$ cat src/rtl/dcache_seq_if.sv
// CPU, cache-control and memory-bus signals of the data-cache miss/flush sequencer.
// The master side is the sequencer; the slave side is the cache, CPU and bus arbiter.
interface dcache_seq_if #(
    parameter int LINE_LENGTH = 4,
    parameter int NLINES      = 4,
    parameter int PA          = 22
);
    localparam int LB = $clog2(LINE_LENGTH);
    localparam int TW = PA - LB;
    localparam int IW = (NLINES > 1) ? $clog2(NLINES) : 1;

    logic [1:0]    cpu_read;
    logic [1:0]    cpu_write;
    logic          cpu_fault;
    logic          cpu_ready;
    logic          flush_req;
    logic          flush_busy;
    logic          c_hit;
    logic          c_push;
    logic          c_pull;
    logic [TW-1:0] c_tag;
    logic          c_index_sel;
    logic [IW-1:0] c_index;
    logic          c_flush_write;
    logic          c_rstrobe;
    logic          c_wstrobe;
    logic          mem_req;
    logic          mem_we;
    logic [TW-1:0] mem_addr;
    logic          mem_gnt;

    modport master (
        input  cpu_read, cpu_write, cpu_fault, flush_req,
        input  c_hit, c_push, c_pull, c_tag, mem_gnt,
        output cpu_ready, flush_busy, c_index_sel, c_index, c_flush_write,
        output c_rstrobe, c_wstrobe, mem_req, mem_we, mem_addr
    );

    modport slave (
        output cpu_read, cpu_write, cpu_fault, flush_req,
        output c_hit, c_push, c_pull, c_tag, mem_gnt,
        input  cpu_ready, flush_busy, c_index_sel, c_index, c_flush_write,
        input  c_rstrobe, c_wstrobe, mem_req, mem_we, mem_addr
    );
endinterface

$ cat src/rtl/dcache_seq.sv
// Data-cache miss/flush sequencer: stalls the CPU on a miss, wins the nibble bus and
// strobes contiguous line read-out (writeback) or fill beats; walks all lines on a flush.
module dcache_seq #(
    parameter int LINE_LENGTH = 4,
    parameter int NLINES      = 4,
    parameter int PA          = 22
) (
    input  logic         clk,
    input  logic         reset,
    dcache_seq_if.master bus
);
    localparam int LB  = $clog2(LINE_LENGTH);
    localparam int TW  = PA - LB;
    localparam int IW  = (NLINES > 1) ? $clog2(NLINES) : 1;
    localparam int NIB = 2 * LINE_LENGTH;
    localparam int BW  = $clog2(NIB);

    localparam logic [BW-1:0] BEAT_LAST = BW'(NIB - 1);
    localparam logic [IW-1:0] FIDX_LAST = IW'(NLINES - 1);

    localparam logic [2:0] IDLE     = 3'd0;
    localparam logic [2:0] WB_REQ   = 3'd1;
    localparam logic [2:0] WB       = 3'd2;
    localparam logic [2:0] FILL_REQ = 3'd3;
    localparam logic [2:0] FILL     = 3'd4;
    localparam logic [2:0] FSCAN    = 3'd5;

    logic [2:0]    state_reg, state_next;
    logic [BW-1:0] beat_reg, beat_next;
    logic [IW-1:0] fidx_reg, fidx_next;
    logic          flush_reg, flush_next;
    logic          mem_we_reg, mem_we_next;
    logic [TW-1:0] mem_addr_reg, mem_addr_next;
    logic          access;

    assign access = (|bus.cpu_read) || (|bus.cpu_write);

    always_comb begin
        state_next    = state_reg;
        beat_next     = beat_reg;
        fidx_next     = fidx_reg;
        flush_next    = flush_reg;
        mem_we_next   = mem_we_reg;
        mem_addr_next = mem_addr_reg;
        case (state_reg)
            IDLE: begin
                if (bus.flush_req) begin
                    state_next = FSCAN;
                    fidx_next  = '0;
                    flush_next = 1'b1;
                end else if (access && !bus.cpu_fault && !bus.c_hit) begin
                    // A dirty victim must leave before the fill; the re-evaluation
                    // after the writeback then sees a clean line and pulls.
                    if (bus.c_push) begin
                        mem_addr_next = bus.c_tag;
                        mem_we_next   = 1'b1;
                        state_next    = WB_REQ;
                    end else if (bus.c_pull) begin
                        mem_addr_next = bus.c_tag;
                        mem_we_next   = 1'b0;
                        state_next    = FILL_REQ;
                    end
                end
            end
            WB_REQ: begin
                if (bus.mem_gnt) begin
                    state_next = WB;
                    beat_next  = '0;
                end
            end
            FILL_REQ: begin
                if (bus.mem_gnt) begin
                    state_next = FILL;
                    beat_next  = '0;
                end
            end
            WB: begin
                if (beat_reg == BEAT_LAST) begin
                    beat_next  = '0;
                    state_next = flush_reg ? FSCAN : IDLE;
                end else begin
                    beat_next = beat_reg + 1'b1;
                end
            end
            FILL: begin
                if (beat_reg == BEAT_LAST) begin
                    beat_next  = '0;
                    state_next = IDLE;
                end else begin
                    beat_next = beat_reg + 1'b1;
                end
            end
            FSCAN: begin
                // fidx holds on a writeback so the same line is rescanned once clean.
                if (bus.c_push) begin
                    mem_addr_next = bus.c_tag;
                    mem_we_next   = 1'b1;
                    state_next    = WB_REQ;
                end else if (fidx_reg == FIDX_LAST) begin
                    fidx_next  = '0;
                    flush_next = 1'b0;
                    state_next = IDLE;
                end else begin
                    fidx_next = fidx_reg + 1'b1;
                end
            end
            default: state_next = IDLE;
        endcase
    end

    always_ff @(posedge clk or posedge reset) begin
        if (reset) begin
            state_reg    <= IDLE;
            beat_reg     <= '0;
            fidx_reg     <= '0;
            flush_reg    <= 1'b0;
            mem_we_reg   <= 1'b0;
            mem_addr_reg <= '0;
        end else begin
            state_reg    <= state_next;
            beat_reg     <= beat_next;
            fidx_reg     <= fidx_next;
            flush_reg    <= flush_next;
            mem_we_reg   <= mem_we_next;
            mem_addr_reg <= mem_addr_next;
        end
    end

    // Strobes decode straight from state so an async reset kills them at once.
    assign bus.cpu_ready     = (state_reg == IDLE) && !bus.flush_req && access &&
                               (bus.cpu_fault || bus.c_hit);
    assign bus.flush_busy    = flush_reg;
    assign bus.c_index_sel   = flush_reg;
    assign bus.c_flush_write = flush_reg;
    assign bus.c_index       = fidx_reg;
    assign bus.c_rstrobe     = (state_reg == WB);
    assign bus.c_wstrobe     = (state_reg == FILL);
    assign bus.mem_req       = (state_reg == WB_REQ) || (state_reg == WB) ||
                               (state_reg == FILL_REQ) || (state_reg == FILL);
    assign bus.mem_we        = mem_we_reg;
    assign bus.mem_addr      = mem_addr_reg;
endmodule

$ cat src/flat_wrapper.sv
// flat-port wrapper written by rule: the top's interface ports become plain ports
module dcache_seq_flat 
#(
    parameter int LINE_LENGTH = 4,
    parameter int NLINES      = 4,
    parameter int PA          = 22
)
  (clk, reset, bus_cpu_read, bus_cpu_write, bus_cpu_fault, bus_flush_req, bus_c_hit, bus_c_push, bus_c_pull, bus_c_tag, bus_mem_gnt, bus_cpu_ready, bus_flush_busy, bus_c_index_sel, bus_c_index, bus_c_flush_write, bus_c_rstrobe, bus_c_wstrobe, bus_mem_req, bus_mem_we, bus_mem_addr);
  dcache_seq_if #(.LINE_LENGTH(LINE_LENGTH), .NLINES(NLINES), .PA(PA)) bus_i ();
  input  logic clk;
  input  logic reset;
  input wire logic [$bits(bus_i.cpu_read)-1:0] bus_cpu_read;
  input wire logic [$bits(bus_i.cpu_write)-1:0] bus_cpu_write;
  input wire logic [$bits(bus_i.cpu_fault)-1:0] bus_cpu_fault;
  input wire logic [$bits(bus_i.flush_req)-1:0] bus_flush_req;
  input wire logic [$bits(bus_i.c_hit)-1:0] bus_c_hit;
  input wire logic [$bits(bus_i.c_push)-1:0] bus_c_push;
  input wire logic [$bits(bus_i.c_pull)-1:0] bus_c_pull;
  input wire logic [$bits(bus_i.c_tag)-1:0] bus_c_tag;
  input wire logic [$bits(bus_i.mem_gnt)-1:0] bus_mem_gnt;
  output wire logic [$bits(bus_i.cpu_ready)-1:0] bus_cpu_ready;
  output wire logic [$bits(bus_i.flush_busy)-1:0] bus_flush_busy;
  output wire logic [$bits(bus_i.c_index_sel)-1:0] bus_c_index_sel;
  output wire logic [$bits(bus_i.c_index)-1:0] bus_c_index;
  output wire logic [$bits(bus_i.c_flush_write)-1:0] bus_c_flush_write;
  output wire logic [$bits(bus_i.c_rstrobe)-1:0] bus_c_rstrobe;
  output wire logic [$bits(bus_i.c_wstrobe)-1:0] bus_c_wstrobe;
  output wire logic [$bits(bus_i.mem_req)-1:0] bus_mem_req;
  output wire logic [$bits(bus_i.mem_we)-1:0] bus_mem_we;
  output wire logic [$bits(bus_i.mem_addr)-1:0] bus_mem_addr;
  assign bus_i.cpu_read = bus_cpu_read;
  assign bus_i.cpu_write = bus_cpu_write;
  assign bus_i.cpu_fault = bus_cpu_fault;
  assign bus_i.flush_req = bus_flush_req;
  assign bus_i.c_hit = bus_c_hit;
  assign bus_i.c_push = bus_c_push;
  assign bus_i.c_pull = bus_c_pull;
  assign bus_i.c_tag = bus_c_tag;
  assign bus_i.mem_gnt = bus_mem_gnt;
  assign bus_cpu_ready = bus_i.cpu_ready;
  assign bus_flush_busy = bus_i.flush_busy;
  assign bus_c_index_sel = bus_i.c_index_sel;
  assign bus_c_index = bus_i.c_index;
  assign bus_c_flush_write = bus_i.c_flush_write;
  assign bus_c_rstrobe = bus_i.c_rstrobe;
  assign bus_c_wstrobe = bus_i.c_wstrobe;
  assign bus_mem_req = bus_i.mem_req;
  assign bus_mem_we = bus_i.mem_we;
  assign bus_mem_addr = bus_i.mem_addr;
  dcache_seq #(.LINE_LENGTH(LINE_LENGTH), .NLINES(NLINES), .PA(PA)) u_core (.clk(clk), .reset(reset), .bus(bus_i));
endmodule
$ cat config.mk
export PLATFORM = sky130hd
export DESIGN_NAME = dcache_seq_flat
export DESIGN_NICKNAME = d
export VERILOG_FILES = /design/src/rtl/dcache_seq_if.sv /design/src/rtl/dcache_seq.sv /design/src/flat_wrapper.sv
export SDC_FILE = /design/constraint.sdc
export NUM_CORES = 1
export LEC_CHECK = 0
export CAP_MARGIN = 10
export CORE_UTILIZATION = 32
export CTS_CLUSTER_DIAMETER = 200
export DETAILED_ROUTE_END_ITERATION = 6
export SLEW_MARGIN = 20
export SYNTH_ARGS = -nofsm -noshare
export SYNTH_HDL_FRONTEND = slang
export SYNTH_SLANG_ARGS = --single-unit
$ cat constraint.sdc
create_clock -name clk -period 4.6 [get_ports clk]
set_clock_uncertainty 0.2 [all_clocks]
set_input_delay 0.69 -clock clk [delete_from_list [all_inputs] [get_ports clk]]
set_output_delay 0.69 -clock clk [all_outputs]
set_load 0.02 [all_outputs]
==> run metrics, run 1 <==
pre-CTS WS=~1200 ps; Pwr Density=approximately 670 nW/um2; crit end category=primary output; Final min period=3470 ps; Finished Layout Cells=around 240; CP peak stage delay=650 ps; Tightest Pin Transition=between 900 and 1000 ps; # fillers=around 440; leakage power=approximately 0.95 nW; most frequent cells in the layout=clkdlybuf4s50_1 (61), dfrtp_1 (30), mux2_4 (19); Main synth FF type=dfrtp_1; placed cell count=between 200 and 250; Startpoint Class=primary input; Hold WS=between 200 and 300 ps; htree depth=2; clk sinks=30; switching part of the total=between 30% and 40%; WS Path Type=primary input to primary output; crit-path most repeated cell=clkdlybuf4s50_1; logic gate share of total power=between 50% and 60%; hold bufs inserted after CTS=0; Async S/R FF share, synth=100%; Overall Power=1.51 mW; Worst Path Buf+Inv=2; drt wl/cell=14.3 um; share of layout cells above drive strength 1=slightly above 20%; CTS tree=built; Worst Path Max Fanout=7; vias per cell=approximately 4.9; status=finished, final reports clean; Max Cap Violations=0; cell accounting for the most synthesized area=dfrtp_1; first-pass GRT wire length=approximately 6000 um; Setup TNS Final=0 ps; Placer Congestion=0.733; average size of a mapped cell=12.5 um2; Worst-Skew Late Latency=280 ps; final setup fails=0; IR drop worst, VDD=0.000311 V; CTS resizes=0; CTS root buf=clkbuf_8; Flop pwr share=between 30% and 40%; Final Hold Vio Count=0; share of the synthesized area in the top cell type=48.2%; GR Util All Layers=15.0%; cts bufs inserted=5; Internal Power=0.951 mW; antenna viol nets, final=0; number of flip-flops in the largest register=20; post-route cell area=roughly 2300 um2; Syn Nets=160; Starting Density=33.2%; CP arrival=around 2600 ps; die area=5160 um2; io pins=62; Final Max Tran Viols=0; Die Ht=71.8 um; drt pass-1 iters=4; unrepaired setup endpoints after global routing=false; Reg clk slew, reported paths=60 ps; max frequency=approximately 290 MHz; core area=4690 um2; fin nets=219; DRC=0; HPWL after DPL=2470 um; worst-path cell chain=clkdlybuf4s50_1 > or4_1 > nor3b_1 > clkdlybuf4s50_1; Seq/Total Area, Yosys=slightly below 50%; #FFs+latches synth=30; Slew HR=35.9%; HP Class=flop to flop; Netlist Area Pre-Place=approximately 1600 um2; Layout area overhead=45.2%; Die X-Extent=71.8 um; period utilization=75.5%; CP Data Required Time=roughly 3700 ps; cells after synthesis=125; vias in the first global route=1238; synth unique cells=37; Antenna diodes=0; clock network fraction of total power=14.5%; EDFF count, synth=0; final wirelength=3420 um; number of port buffers=between 60 and 70; Clock Path Buffers=2; slowest CP cell=clkdlybuf4s50_1; final core area utilization=around half; Yosys Warn Count=0; CP delay by family, top=buffers and inverters; setup ws final=1130 ps; commonest non-fill, non-tap cell in the layout=clkdlybuf4s50_1; DRT iter0 DRCs=65; Rows=25; largest net degree at the start of global routing=31; Area contributors post-synth=dfrtp_1 (48%), mux2_4 (18%), mux2_2 (3.6%); initial antenna violation count=0; placed inst area=between 2000 and 2500 um2; gr ovfl total=0; Post-CTS Setup Inserts=0; via count=1168; switching power=0.555 mW
synthesized netlist by cell type, types with 2 or more instances:
cell type,number
dfrtp_1,30
mux2_4,19
inv_1,9
nand2_1,6
nor2_1,6
o21ai_0,6
mux2_2,5
nor3_1,5
buf_6,4
ha_1,3
a21oi_1,2
buf_4,2
clkbuf_1,2
nand3_1,2
xnor2_1,2
logic make-up after synthesis:
| logic type | synth area share [%] |
|---|---|
| fa+ha+maj | 2.41 |
| simple gates | 10.4 |
| mux | 22.6 |
| compound gates | 8.43 |
| buf+inv | 6.82 |
| flops | 48.2 |
| xor+xnor | 1.12 |
worst reg2reg max path, stage by stage (launching register included):
cell	delay (ps)
dfrtp_1	580
nor4_2	440
nand3_1	170
a21oi_4	790
mux2_2	410
final timing paths:
path / startpoint / end / slack [ps] / cells past startpoint
max in group asynchronous: reset / u_core.beat_reg[2] / 3160 / 2
worst min register to register: u_core.beat_reg[1] / u_core.beat_reg[1] / 290 / 2
min in group asynchronous: reset / u_core.bus.mem_addr[7] / 620 / 2
worst max-delay path: bus_flush_req / bus_cpu_ready / 1130 / 4
worst min-delay path: u_core.beat_reg[1] / u_core.beat_reg[1] / 290 / 2
worst max register to register: u_core.state_reg[0] / u_core.bus.mem_addr[3] / 1890 / 4
metal layers:
metal  up-vias  share of wire, %  track usage [%]
met5         -                 0                0
met4         0               1.8             6.97
met3         4               4.0             4.22
met2        34                52             25.4
met1       574                43             17.6
li1        556                 -                -
power groups by stage:
stage,logic (mW),clock network (mW),registers [mW]
2_1_floorplan,0.414,0,0.578
3_3_place_gp,0.774,0,0.500
3_5_place_dp,0.789,0,0.508
4_1_cts,0.792,0.224,0.506
5_1_grt,0.841,0.241,0.528
6_report,0.781,0.218,0.507
area by class of cell:
class / count / area, um2 / area share [%]
multi-input combinational: 77 / 709 / 31.3
clock inverter: 1 / 5.00 / 0.221
timing repair buffer: 61 / 611 / 27.0
inverter: 9 / 33.8 / 1.49
clock buffer: 7 / 86.3 / 3.81
tap: 54 / 67.6 / 2.99
sequential: 30 / 751 / 33.2
No activity file was read; power rests on OpenSTA's default activity.
==> inputs of run 2 (changes only) <==
- clock period: 4.6 -> 2.86 ns (I/O delays scaled with it)
==> run metrics, run 2 (same netlist as run 1, synthesis figures left out) <==
Worst Hold Launch=u_core.beat_reg[1] (unchanged); period utilization=85.8%; crit end category=primary output (unchanged); Startpoint Class=flop (was primary input); Placer Congestion=0.802 (was 0.733); Internal Power=1.56 mW (was 0.951 mW); gr ovfl total=0 (unchanged); Worst path depth=4 (unchanged); Pwr Density=1060 nW/um2 (was 665 nW/um2); r2r setup slk=670 ps (was 1890 ps); CP peak stage delay=620 ps (was 650 ps); CP delay by family, top=buffers and inverters (unchanged); HPWL after DPL=2550 um (was 2470 um); Flop pwr share=30.1% (was 33.6%); die area=5160 um2 (unchanged); Clock Path Buffers=2 (unchanged); post-route cell area=2320 um2 (was 2260 um2); HP Class=flop to flop (unchanged); Tightest Pin Transition=390 ps (was 960 ps); logic gate share of total power=55.8% (was 51.9%); Slew HR=74.0% (was 35.9%); share of layout cells above drive strength 1=22.5% (was 20.5%); first-pass GRT wire length=5900 um (was 5840 um); leakage power=1.00 nW (was 0.952 nW); drt wl/cell=14.3 um (about the same); Overall Power=2.46 mW (was 1.51 mW); Worst Path Max Fanout=18 (was 7); placed cell count=237 (was 231); most frequent cells in the layout=clkdlybuf4s50_1 (60), dfrtp_1 (30), mux2_4 (19) (was clkdlybuf4s50_1 (61), dfrtp_1 (30), mux2_4 (19)); htree depth=2 (unchanged); Antenna diodes=0 (unchanged); switching part of the total=36.4% (was 36.9%); worst-path cell chain=buf_4 > nor2_1 > xnor2_1 > clkdlybuf4s50_1 (was clkdlybuf4s50_1 > or4_1 > nor3b_1 > clkdlybuf4s50_1); Final Hold Vio Count=0 (unchanged); max frequency=407 MHz; RR Endpoint=u_core.bus.mem_addr[3] (unchanged); number of port buffers=61 (unchanged); unrepaired setup endpoints after global routing=false (unchanged); setup ws final=405 ps (was 1130 ps); number of flip-flops in the largest register=20 (unchanged); Reg clk slew, reported paths=60 ps (about the same); Finished Layout Cells=245 (was 239); switching power=0.895 mW (was 0.555 mW); initial antenna violation count=0 (unchanged); Setup TNS Final=0 ps (unchanged); drt pass-1 iters=4 (unchanged); Max Cap Violations=0 (unchanged); Die Ht=71.8 um (unchanged); Final min period=2450 ps; io pins=62 (unchanged); Rows=25 (unchanged); largest net degree at the start of global routing=31 (unchanged); vias per cell=4.81 (was 4.89); CP arrival=1830 ps (was 2580 ps); cts bufs inserted=5 (unchanged); Post-CTS Setup Inserts=0 (unchanged); pre-CTS WS=94.0 ps (was 1150 ps); final wirelength=3490 um (was 3420 um); Die X-Extent=71.8 um (unchanged); DRC=0 (unchanged); DRT iter0 DRCs=51 (was 65); slowest CP cell=clkdlybuf4s50_1 (unchanged); vias in the first global route=1297 (was 1238); CTS tree=built (unchanged); RR Startpoint=u_core.state_reg[0] (unchanged); GR Util All Layers=15.0% (about the same); final setup fails=0 (unchanged); CP Data Required Time=2230 ps (was 3710 ps); core area=4690 um2 (unchanged); clock network fraction of total power=14.0% (was 14.5%); worst setup path start=u_core.state_reg[0] (was bus_flush_req); Final Max Tran Viols=0 (unchanged); worst r2r path cells=6 (was 4); clk sinks=30 (unchanged); commonest non-fill, non-tap cell in the layout=clkdlybuf4s50_1 (unchanged); fin nets=225 (was 219); CTS root buf=clkbuf_8 (unchanged); worst setup path end=bus_mem_req (was bus_cpu_ready); Starting Density=33.2% (unchanged); Worst Path Buf+Inv=2 (unchanged); placed inst area=2230 um2 (was 2170 um2); WS Path Type=flop to primary output (was primary input to primary output); Layout area overhead=49.0% (was 45.2%); IR drop worst, VDD=0.000527 V (was 0.000311 V); antenna viol nets, final=0 (unchanged); via count=1179 (was 1168); Worst-Skew Late Latency=270 ps (was 280 ps); status=finished, final reports clean (unchanged)
[run 2: changes by cell type in the layout (fill, tap and decap cells not counted), sizes merged]
cell and delta:
clkdlybuf4s50 -1, buf +6, dlymetal6s2s +1
[run 2: metrics by stage]
step / hold slack (ps) / utilization, %
finish: 299 / 49.5
global placement: 268 / 47.5
detailed placement: 289 / 47.5
global route: 340 / 49.5
floorplan: 252 / -
CTS: 307 / 49.5
[run 2: how the worst min path moves through the flow]
stage                                    endpoint  depth (start not counted)  slack, ps
final                          u_core.beat_reg[1]                          2        300
after CTS                      u_core.beat_reg[1]                          2        310
after global placement         u_core.beat_reg[1]                          2        270
after floorplan                u_core.beat_reg[1]                          2        250
after global routing      u_core.bus.mem_addr[14]                          1        340
after detailed placement       u_core.beat_reg[1]                          2        290
[run 2: area by class of cell]
cell class / instances / area [um2]
multi-input cells: 77 / 709
clock inverters: 1 / 5.00
repair buffers: 67 / 671
clock buffers: 7 / 86.3
well taps: 54 / 67.6
fillers: 423 / 2370
inverters: 9 / 33.8
flip-flops and latches: 30 / 751
[run 2: per-layer routing]
layer / GRT usage [%] / part of all wire [%] / up-vias / wire, um
met1: 18.0 / 43 / 574 / 1510
met3: 2.25 / 3.5 / 4 / 123
met4: 7.19 / 1.4 / 0 / 49
met2: 26.1 / 52 / 33 / 1820
li1: - / - / 568 / -
met5: 0 / 0 / - / 0
[run 2: timing repair]
item / 4_1_cts / 5_1_grt
setup endpoints to repair: 0 / 1
hold buffers: 0 / 0
resized for setup: 0 / 1
[run 2: power groups by stage]
stage / logic (mW) / registers, mW / clock network, mW
after CTS: 1.39 / 0.744 / 0.363
after detailed placement: 1.38 / 0.742 / 0
after global placement: 1.36 / 0.735 / 0
after global routing: 1.47 / 0.767 / 0.383
after floorplan: 0.666 / 0.930 / 0
final: 1.37 / 0.741 / 0.345
[run 2: worst reg2reg max path: stages (launching register included)]
cell	delay, ps
dfrtp_1	380
buf_4	190
nor4_2	370
a41oi_2	190
a21oi_4	170
buf_12	210
mux2_2	370
==> inputs of run 3 (changes only) <==
- HOLD_SLACK_MARGIN: default -> 0.08
- SETUP_SLACK_MARGIN: default -> 0.15
==> run metrics, run 3 (same netlist as run 1, synthesis figures left out) <==
status=finished, final reports clean (unchanged); Final Max Tran Viols=0 (unchanged); Starting Density=33.2% (unchanged); crit end category=primary output (unchanged); Worst Path Buf+Inv=2 (unchanged); Worst-Skew Late Latency=270 ps (about the same); htree depth=2 (unchanged); RR Startpoint=u_core.state_reg[0] (unchanged); Layout area overhead=48.8% (was 49.0%); Setup TNS Final=0 ps (unchanged); HP Class=flop to flop (unchanged); final setup fails=0 (unchanged); worst-path cell chain=clkdlybuf4s50_1 > or4_4 > nor3b_1 > dlygate4sd2_1 (was buf_4 > nor2_1 > xnor2_1 > clkdlybuf4s50_1); antenna viol nets, final=0 (unchanged); vias per cell=4.82 (was 4.81); worst r2r path cells=6 (unchanged); drt wl/cell=14.3 um (about the same); commonest non-fill, non-tap cell in the layout=clkdlybuf4s50_1 (unchanged); HPWL after DPL=2550 um (unchanged); cts bufs inserted=5 (unchanged); Placer Congestion=0.802 (unchanged); die area=5160 um2 (unchanged); Die X-Extent=71.8 um (unchanged); DRT iter0 DRCs=47 (was 51); Slew HR=74.0% (unchanged); CTS tree=built (unchanged); leakage power=0.990 nW (was 1.00 nW); Antenna diodes=0 (unchanged); CP delay by family, top=buffers and inverters (unchanged); first-pass GRT wire length=5900 um (unchanged); share of layout cells above drive strength 1=22.5% (unchanged); period utilization=88.0% (was 85.8%); Final min period=2520 ps (was 2450 ps); vias in the first global route=1297 (unchanged); Rows=25 (unchanged); WS Path Type=primary input to primary output (was flop to primary output); largest net degree at the start of global routing=31 (unchanged); core area=4690 um2 (unchanged); Reg clk slew, reported paths=60 ps (about the same); CTS root buf=clkbuf_8 (unchanged); Max Cap Violations=0 (unchanged); via count=1180 (was 1179); number of port buffers=61 (unchanged); GR Util All Layers=15.0% (unchanged); Clock Path Buffers=2 (unchanged); slowest CP cell=or4_4 (was clkdlybuf4s50_1); Die Ht=71.8 um (unchanged); number of flip-flops in the largest register=20 (unchanged); hold bufs inserted after CTS=0 (unchanged); final wirelength=3500 um (was 3490 um); drt pass-1 iters=4 (unchanged); clk sinks=30 (unchanged); DRC=0 (unchanged); IR drop worst, VDD=0.000527 V (about the same); unrepaired setup endpoints after global routing=false (unchanged); most frequent cells in the layout=clkdlybuf4s50_1 (60), dfrtp_1 (30), mux2_4 (19) (unchanged); initial antenna violation count=0 (unchanged); Worst path depth=4 (unchanged); r2r setup slk=670 ps (about the same); max frequency=397 MHz (was 407 MHz); CP peak stage delay=570 ps (was 620 ps); Worst Path Max Fanout=5 (was 18); Tightest Pin Transition=390 ps (unchanged); Startpoint Class=primary input (was flop); Pwr Density=1060 nW/um2 (about the same); gr ovfl total=0 (unchanged); CP arrival=1890 ps (was 1830 ps); worst setup path start=bus_cpu_read[1] (was u_core.state_reg[0]); RR Endpoint=u_core.bus.mem_addr[3] (unchanged); worst setup path end=bus_cpu_ready (was bus_mem_req); Final Hold Vio Count=0 (unchanged); io pins=62 (unchanged); Overall Power=2.46 mW (about the same); fin nets=225 (unchanged); CP Data Required Time=2230 ps (about the same)
run 3: cell types whose count changed in the layout (fill, tap and decap cells not counted):
cell            before  now
dlymetal6s2s_1       1    0
dlygate4sd2_1        0    1
run 3: power by group:
group / internal, mW / switching [mW]
logic: 0.744 / 0.628
registers: 0.625 / 0.116
clock network: 0.194 / 0.152
total: 1.56 / 0.896
run 3: metal layers:
layer	part of all wire, %	vias to the layer above	global-route usage (%)
li1	-	568	-
met1	43	575	18.0
met2	52	33	26.1
met3	3.5	4	2.25
met4	1.4	0	7.19
met5	0	-	0
run 3: final cells by class:
class                      instances  area, um2
inverter                           9       33.8
tap                               54       67.6
sequential                        30        751
clock inverter                     1       5.00
multi-input combinational         77        709
timing repair buffer              67        667
clock buffer                       7       86.3
fill                             423       2370
run 3: through the flow:
step           instance area, um2  util (%)  hold WS [ps]  instances  setup slack, ps
5_1_grt                      2320      49.4           340        245              281
3_5_place_dp                 2230      47.5           289        237             94.0
4_1_cts                      2320      49.4           307        245              340
2_1_floorplan                1560         -           252        125              589
3_3_place_gp                 2230      47.5           268        237             52.2
6_report                     2320      49.4           299        245              344
run 3: repair_timing:
action / in CTS / in global routing
setup buffers: 0 / 0
gates resized for setup: 1 / 0
setup endpoints to repair: 1 / 0
run 3: tightest hold or removal path, cell delays in order (launching register included):
cell     delay [ps]
dfrtp_1         340
nand2_1          50
o21ai_0          70
run 3: worst min-delay path by stage:
| stage | start | cells after the start | end | slack (ps) |
|---|---|---|---|---|
| 2_1_floorplan | u_core.beat_reg[1] | 2 | u_core.beat_reg[1] | 250 |
| 3_3_place_gp | u_core.beat_reg[1] | 2 | u_core.beat_reg[1] | 270 |
| 3_5_place_dp | u_core.beat_reg[1] | 2 | u_core.beat_reg[1] | 290 |
| 4_1_cts | u_core.beat_reg[1] | 2 | u_core.beat_reg[1] | 310 |
| 5_1_grt | u_core.bus.mem_addr[14] | 1 | u_core.bus.mem_addr[14] | 340 |
| 6_report | u_core.beat_reg[1] | 2 | u_core.beat_reg[1] | 300 |
